File: src/rtl/spi_regbank.sv
// spi_regbank: SPI-slave register bank with oversampled SPI engine, burst auto-increment and live status
module spi_regbank #(
  parameter int NUM_CFG = 8,
  parameter int NUM_STATUS = 8,
  parameter int REG_WIDTH = 8,
  parameter logic [NUM_CFG*REG_WIDTH-1:0] CFG_RESET = '0
) (
  input  logic                             clk,
  input  logic                             rstb,
  input  logic                             ena,
  input  logic [1:0]                       mode,
  input  logic                             spi_cs_n,
  input  logic                             spi_clk,
  input  logic                             spi_mosi,
  output logic                             spi_miso,
  input  logic [NUM_STATUS*REG_WIDTH-1:0]  status_i,
  output logic [NUM_CFG*REG_WIDTH-1:0]     config_regs,
  output logic [NUM_CFG-1:0]               cfg_wr_stb,
  output logic [NUM_STATUS-1:0]            status_rd_stb
);
  localparam int W = REG_WIDTH;
  localparam int TOTAL = NUM_CFG + NUM_STATUS;
  typedef enum logic [1:0] {IDLE, CMD, DATA, WAIT_CS} state_t;
  state_t state_q, state_d;
  logic [1:0] cs_sync_q, cs_sync_d, mosi_sync_q, mosi_sync_d;
  logic [2:0] sck_sync_q, sck_sync_d;
  logic [4:0] cnt_q, cnt_d;
  logic [6:0] addr_q, addr_d;
  logic wr_q, wr_d, miso_q, miso_d;
  logic [W-2:0] rx_q, rx_d;
  logic [W-1:0] tx_q, tx_d;
  logic [NUM_CFG*W-1:0] cfg_q, cfg_d;
  logic [NUM_CFG-1:0] wstb_q, wstb_d;
  logic [NUM_STATUS-1:0] rdstb_q, rdstb_d, rd_hit;
  logic sck_rise, sck_fall, sample, shift, cs_hi, bit_in;
  logic [6:0] ld_addr, addr_inc;
  logic [7:0] cmd_word;
  logic [W-1:0] wr_word, rd_word;
  assign sck_rise = sck_sync_q[1] & ~sck_sync_q[2];
  assign sck_fall = ~sck_sync_q[1] & sck_sync_q[2];
  assign sample = (mode[1] ^ mode[0]) ? sck_fall : sck_rise;
  assign shift = (mode[1] ^ mode[0]) ? sck_rise : sck_fall;
  assign cs_hi = cs_sync_q[1];
  assign bit_in = mosi_sync_q[1];
  assign cmd_word = {rx_q[6:0], bit_in};
  assign wr_word = {rx_q, bit_in};
  assign addr_inc = (addr_q == 7'(TOTAL-1)) ? '0 : addr_q + 7'd1;
  assign ld_addr = (state_q == CMD) ? cmd_word[6:0] : addr_inc;
  assign spi_miso = miso_q & ena & ~spi_cs_n & (state_q == DATA);
  assign config_regs = cfg_q;
  assign cfg_wr_stb = wstb_q;
  assign status_rd_stb = rdstb_q;
  always_comb begin
    rd_word = '0;
    rd_hit = '0;
    for (int k = 0; k < NUM_CFG; k++)
      if (ld_addr == 7'(k)) rd_word = cfg_q[k*W +: W];
    for (int k = 0; k < NUM_STATUS; k++)
      if (ld_addr == 7'(NUM_CFG+k)) begin
        rd_word = status_i[k*W +: W];
        rd_hit[k] = 1'b1;
      end
  end
  always_comb begin
    cs_sync_d = {cs_sync_q[0], spi_cs_n};
    sck_sync_d = {sck_sync_q[1:0], spi_clk};
    mosi_sync_d = {mosi_sync_q[0], spi_mosi};
    state_d = state_q;
    cnt_d = cnt_q;
    addr_d = addr_q;
    wr_d = wr_q;
    rx_d = rx_q;
    tx_d = tx_q;
    miso_d = miso_q;
    cfg_d = cfg_q;
    wstb_d = '0;
    rdstb_d = '0;
    case (state_q)
      IDLE: begin
        miso_d = 1'b0;
        tx_d = '0;
        cnt_d = '0;
        if (!cs_hi) state_d = CMD;
      end
      CMD: begin
        miso_d = 1'b0;
        if (cs_hi) state_d = IDLE;
        else if (sample) begin
          rx_d = wr_word[W-2:0];
          cnt_d = cnt_q + 5'd1;
          if (cnt_q == 5'd7) begin
            wr_d = cmd_word[7];
            addr_d = cmd_word[6:0];
            cnt_d = '0;
            state_d = DATA;
            if (!cmd_word[7]) begin
              tx_d = rd_word;
              rdstb_d = rd_hit;
            end
          end
        end
      end
      DATA: begin
        if (cs_hi) state_d = IDLE;
        else begin
          if (shift) begin
            miso_d = tx_q[W-1];
            tx_d = tx_q << 1;
          end
          if (sample) begin
            rx_d = wr_word[W-2:0];
            cnt_d = cnt_q + 5'd1;
            if (cnt_q == 5'(W-1)) begin
              cnt_d = '0;
              addr_d = addr_inc;
              if (wr_q) begin
                for (int k = 0; k < NUM_CFG; k++)
                  if (addr_q == 7'(k)) begin
                    cfg_d[k*W +: W] = wr_word;
                    wstb_d[k] = 1'b1;
                  end
              end else begin
                tx_d = rd_word;
                rdstb_d = rd_hit;
              end
            end
          end
        end
      end
      WAIT_CS: begin
        miso_d = 1'b0;
        if (cs_hi) state_d = IDLE;
      end
    endcase
    if (!ena) begin
      state_d = WAIT_CS;
      cfg_d = cfg_q;
      wstb_d = '0;
      rdstb_d = '0;
    end
  end
  // cs sync resets low so WAIT_CS only leaves on a genuinely observed high cs_n
  always_ff @(posedge clk or negedge rstb)
    if (!rstb) begin
      state_q <= WAIT_CS;
      cs_sync_q <= '0;
      sck_sync_q <= '0;
      mosi_sync_q <= '0;
      cnt_q <= '0;
      addr_q <= '0;
      wr_q <= 1'b0;
      rx_q <= '0;
      tx_q <= '0;
      miso_q <= 1'b0;
      cfg_q <= CFG_RESET;
      wstb_q <= '0;
      rdstb_q <= '0;
    end else begin
      state_q <= state_d;
      cs_sync_q <= cs_sync_d;
      sck_sync_q <= sck_sync_d;
      mosi_sync_q <= mosi_sync_d;
      cnt_q <= cnt_d;
      addr_q <= addr_d;
      wr_q <= wr_d;
      rx_q <= rx_d;
      tx_q <= tx_d;
      miso_q <= miso_d;
      cfg_q <= cfg_d;
      wstb_q <= wstb_d;
      rdstb_q <= rdstb_d;
    end
endmodule

File: config.mk
export PLATFORM = sky130hd
export DESIGN_NAME = spi_regbank
export DESIGN_NICKNAME = d
export VERILOG_FILES = /design/src/rtl/spi_regbank.sv
export SDC_FILE = /design/constraint.sdc
export NUM_CORES = 1
export LEC_CHECK = 0
export BUFFER_PORTS_ARGS = -buffer_cell sky130_fd_sc_hd__buf_4
export CORE_MARGIN = 5
export CORE_UTILIZATION = 25
export DETAILED_ROUTE_END_ITERATION = 6
export GPL_TIMING_DRIVEN = 0
export HOLD_SLACK_MARGIN = 0.1
export PLACE_DENSITY_LB_ADDON = 0.2
export SLEW_MARGIN = 25
export SYNTH_ARGS = -nofsm -noshare
export SYNTH_HDL_FRONTEND = slang
export SYNTH_SLANG_ARGS = --single-unit
File: constraint.sdc
create_clock -name clk -period 6.1 [get_ports clk]
set_input_delay 1.22 -clock clk [delete_from_list [all_inputs] [get_ports clk]]
set_output_delay 1.22 -clock clk [all_outputs]
set_load 0.05 [all_outputs]
==> results.sh <==
export IMPL_outcome="complete, no violations"
export IMPL_cts_repair_resized=0
export IMPL_wl_met1_um=12900
export IMPL_wl_met2_um=12300
export IMPL_r2r_end="tx_q[7]$_DFFE_PN0P_"
export IMPL_cp_data_required_time_ns=6.38
export IMPL_core_mm2=0.0267
export IMPL_grt_overflow=0
export IMPL_yosysTopAreaCellShare_pct=43.1
export IMPL_post_cts_buffers=0
export IMPL_antenna_found_initial=0
export IMPL_cts_htree_levels=4
export IMPL_cts_sinks=118
export IMPL_ys_warn_count=0
export IMPL_finalClockSkew_ns=0.00882
export IMPL_synth_cell_types=74
export IMPL_via_count=6620
export IMPL_crit_type="reg -> reg"
export IMPL_synth_edff_count=0
export IMPL_clk_latency_ns=0.42
export IMPL_r2r_slack_ns=2.09
export IMPL_min_delay_start="sck_sync_q[0]$_DFF_PN0_"
export IMPL_r2r_cells=8
export IMPL_root_buffer="clkbuf_16"
export IMPL_synth_most_common_cell="nand2_1"
export IMPL_track_usage_pct=18.0
export IMPL_synth_cells=778
export IMPL_grt_pass1_wl_um=41900
export IMPL_slew_viol_final=0
export IMPL_seq_area_frac_synth_pct=43.9
export IMPL_detail_route_vias_per_cell=5.08
export IMPL_path_clk_slew_ns=0.06
export IMPL_holdPathStages=0
export IMPL_cp_end_kind="flip-flop"
export IMPL_synth_top_area_cell="dfrtp_1"
export IMPL_tritoncts="done"
export IMPL_start_kind="flip-flop"
export IMPL_rsz0062_at_grt="false"
export IMPL_fin_util_pct=33.3
export IMPL_ys_top_cells_by_area="dfrtp_1 (43%), nand2_1 (14%), o21ai_0 (3.8%)"
export IMPL_areaGrowthSynthToFinish_pct=32.4
export IMPL_total_leakage_power_nw=4.31
export IMPL_totalWireLength_um=27700
export IMPL_syn_num_nets=861
export IMPL_timing_final_crit_share_pct=65.7
export IMPL_clockBufferDepth=2
export IMPL_synth_area_mm2=0.00673
export IMPL_start_util_pct=25.2
export IMPL_ys_ff_latch=118
export IMPL_fp_dieH_um=174
export IMPL_postRouteAntennaNets=0
export IMPL_maxCapViolCount=0
export IMPL_cts_made_buffers=17
export IMPL_num_rows=60
export IMPL_gp_congestion=0.860
export IMPL_reg2reg_from="addr_q[0]$_DFFE_PN0P_"
export IMPL_slew_headroom_pct=32.3
export IMPL_finalSetupViolations=0
export IMPL_p_per_area_mw_per_mm2=279
export IMPL_final_nets=1033
export IMPL_peakVddDrop_v=0.000145
export IMPL_port_buffers=152
export IMPL_worst_pin_slew_ns=0.996
export IMPL_ctsHoldBuffers=0
export IMPL_cp_data_arrival_time_ns=4.29
export IMPL_die_w_um=174
export IMPL_synth_area_per_cell_um2=8.65
export IMPL_io_pins=153
export IMPL_setup_tns_ns=0
export IMPL_num_antenna_cells=0
export IMPL_grt_pass1_vias=6622
export IMPL_dr_pass1_iters=5
export IMPL_wl_per_cell_um=21.2
export IMPL_drive_gt1_share_pct=27.0
export IMPL_highest_layer="met4"
export IMPL_worstPathMaxFanout=10
export IMPL_timing_fmax_ghz=0.250
export IMPL_hold_path_endpoint="sck_sync_q[1]$_DFF_PN0_"
export IMPL_ys_top_cells_by_count="nand2_1 (252), dfrtp_1 (116), o21ai_0 (51)"
export IMPL_dpl_hpwl_um=20500
export IMPL_hold_viol=0
export IMPL_route_met3_wl_um=1870
export IMPL_hold_path_class="reg -> reg"
export IMPL_post_route_drc_count=0
export IMPL_async_flop_share_pct=100
export IMPL_period_needed_ns=4.01
export IMPL_ys_flop_type="dfrtp_1"
export IMPL_grt_max_degree=73
export IMPL_drt_iter0_markers=527
export IMPL_num_fill_cells=2852
export IMPL_die_area_mm2=0.0303
## worst max path at each step
stage / start / to / slack, ns / cells past startpoint
6_report: addr_q[0]$_DFFE_PN0P_ / tx_q[7]$_DFFE_PN0P_ / 2.09 / 8
5_1_grt: addr_q[0]$_DFFE_PN0P_ / tx_q[7]$_DFFE_PN0P_ / 1.98 / 8
4_1_cts: addr_q[0]$_DFFE_PN0P_ / tx_q[7]$_DFFE_PN0P_ / 2.23 / 8
3_5_place_dp: mode[0] / config_regs[54]$_DFFE_PN0P_ / 2.20 / 9
3_3_place_gp: mode[0] / config_regs[55]$_DFFE_PN0P_ / 2.20 / 9
2_1_floorplan: ena / spi_miso / 2.45 / 2
## per-stage QoR
step / worst slack, ns / total power [mW] / area (um^2) / cells / hold WS, ns
global placement: 2.20 / 1.48 / 8300 / 1271 / 0.335
CTS: 2.23 / 2.50 / 8910 / 1304 / 0.352
floorplan: 2.45 / 1.23 / 6730 / 778 / 0.331
finish: 2.09 / 2.49 / 8910 / 1304 / 0.351
detailed placement: 2.20 / 1.49 / 8330 / 1272 / 0.338
global route: 1.98 / 2.59 / 8910 / 1304 / 0.356
## area by class of cell
cell class	instances	area, um^2	share of cell area, %
clock buffers	18	439	4.93
flip-flops and latches	118	2960	33.2
plain buffers	37	210	2.36
multi-input cells	599	3470	39.0
clock inverters	14	139	1.56
repair buffers	153	1180	13.2
inverters	24	90.1	1.01
well taps	341	427	4.79
## layer usage
metal	track usage (%)	vias to the layer above
met1	25.7	3260
met5	0	-
li1	-	3064
met2	27.3	263
met4	4.82	0
met3	4.41	33
## flip-flops by register name, summed over array words and instances (netlist names)
name           flops
config_regs       64
miso_q             1
status_rd_stb      8
cs_sync_q          2
addr_q             7
rx_q               7
sck_sync_q         3
cnt_q              5
mosi_sync_q        2
wr_q               1
cfg_wr_stb         8
tx_q               8
state_q            2
## power breakdown
group | internal, mW | leakage [nW] | switching [mW]
clock network | 0.583 | 0.277 | 0.422
registers | 0.814 | 1.62 | 0.0326
logic | 0.197 | 2.41 | 0.438
total | 1.59 | 4.31 | 0.893
## placed cells by master, fill, tap and decap left out, types with 16 or more instances in the layout
cell	netlist	final
nand2_1	252	252
clkbuf_16	0	17
dfrtp_1	116	116
nor2_1	44	44
a21oi_1	38	38
mux2i_1	20	20
clkbuf_1	17	17
o21ai_0	51	51
buf_4	4	155
nand3_1	16	16
## cell families (layout without fill, tap and decap cells)
logic type	count (synthesis)	after routing	share of synthesized area, %
adders and majority gates	11	11	2.05
DFF	118	118	43.9
AOI/OAI and AO/OA	176	176	16.8
and+or+nand+nor	373	373	25.8
muxes	35	35	6.45
xor gates and xnor gates	4	4	0.521
buffers and inverters	61	246	4.46
## worst max-delay path, cell delays in order, from the launching register on
cell and delay [ns]:
dfrtp_1 0.53, inv_2 0.12, ha_1 0.36, mux2i_2 0.79, clkbuf_1 0.65, clkbuf_1 0.58
a31oi_1 0.25, a221oi_1 0.43, o21ai_1 0.14
No activity file was read; power rests on OpenSTA's default activity.
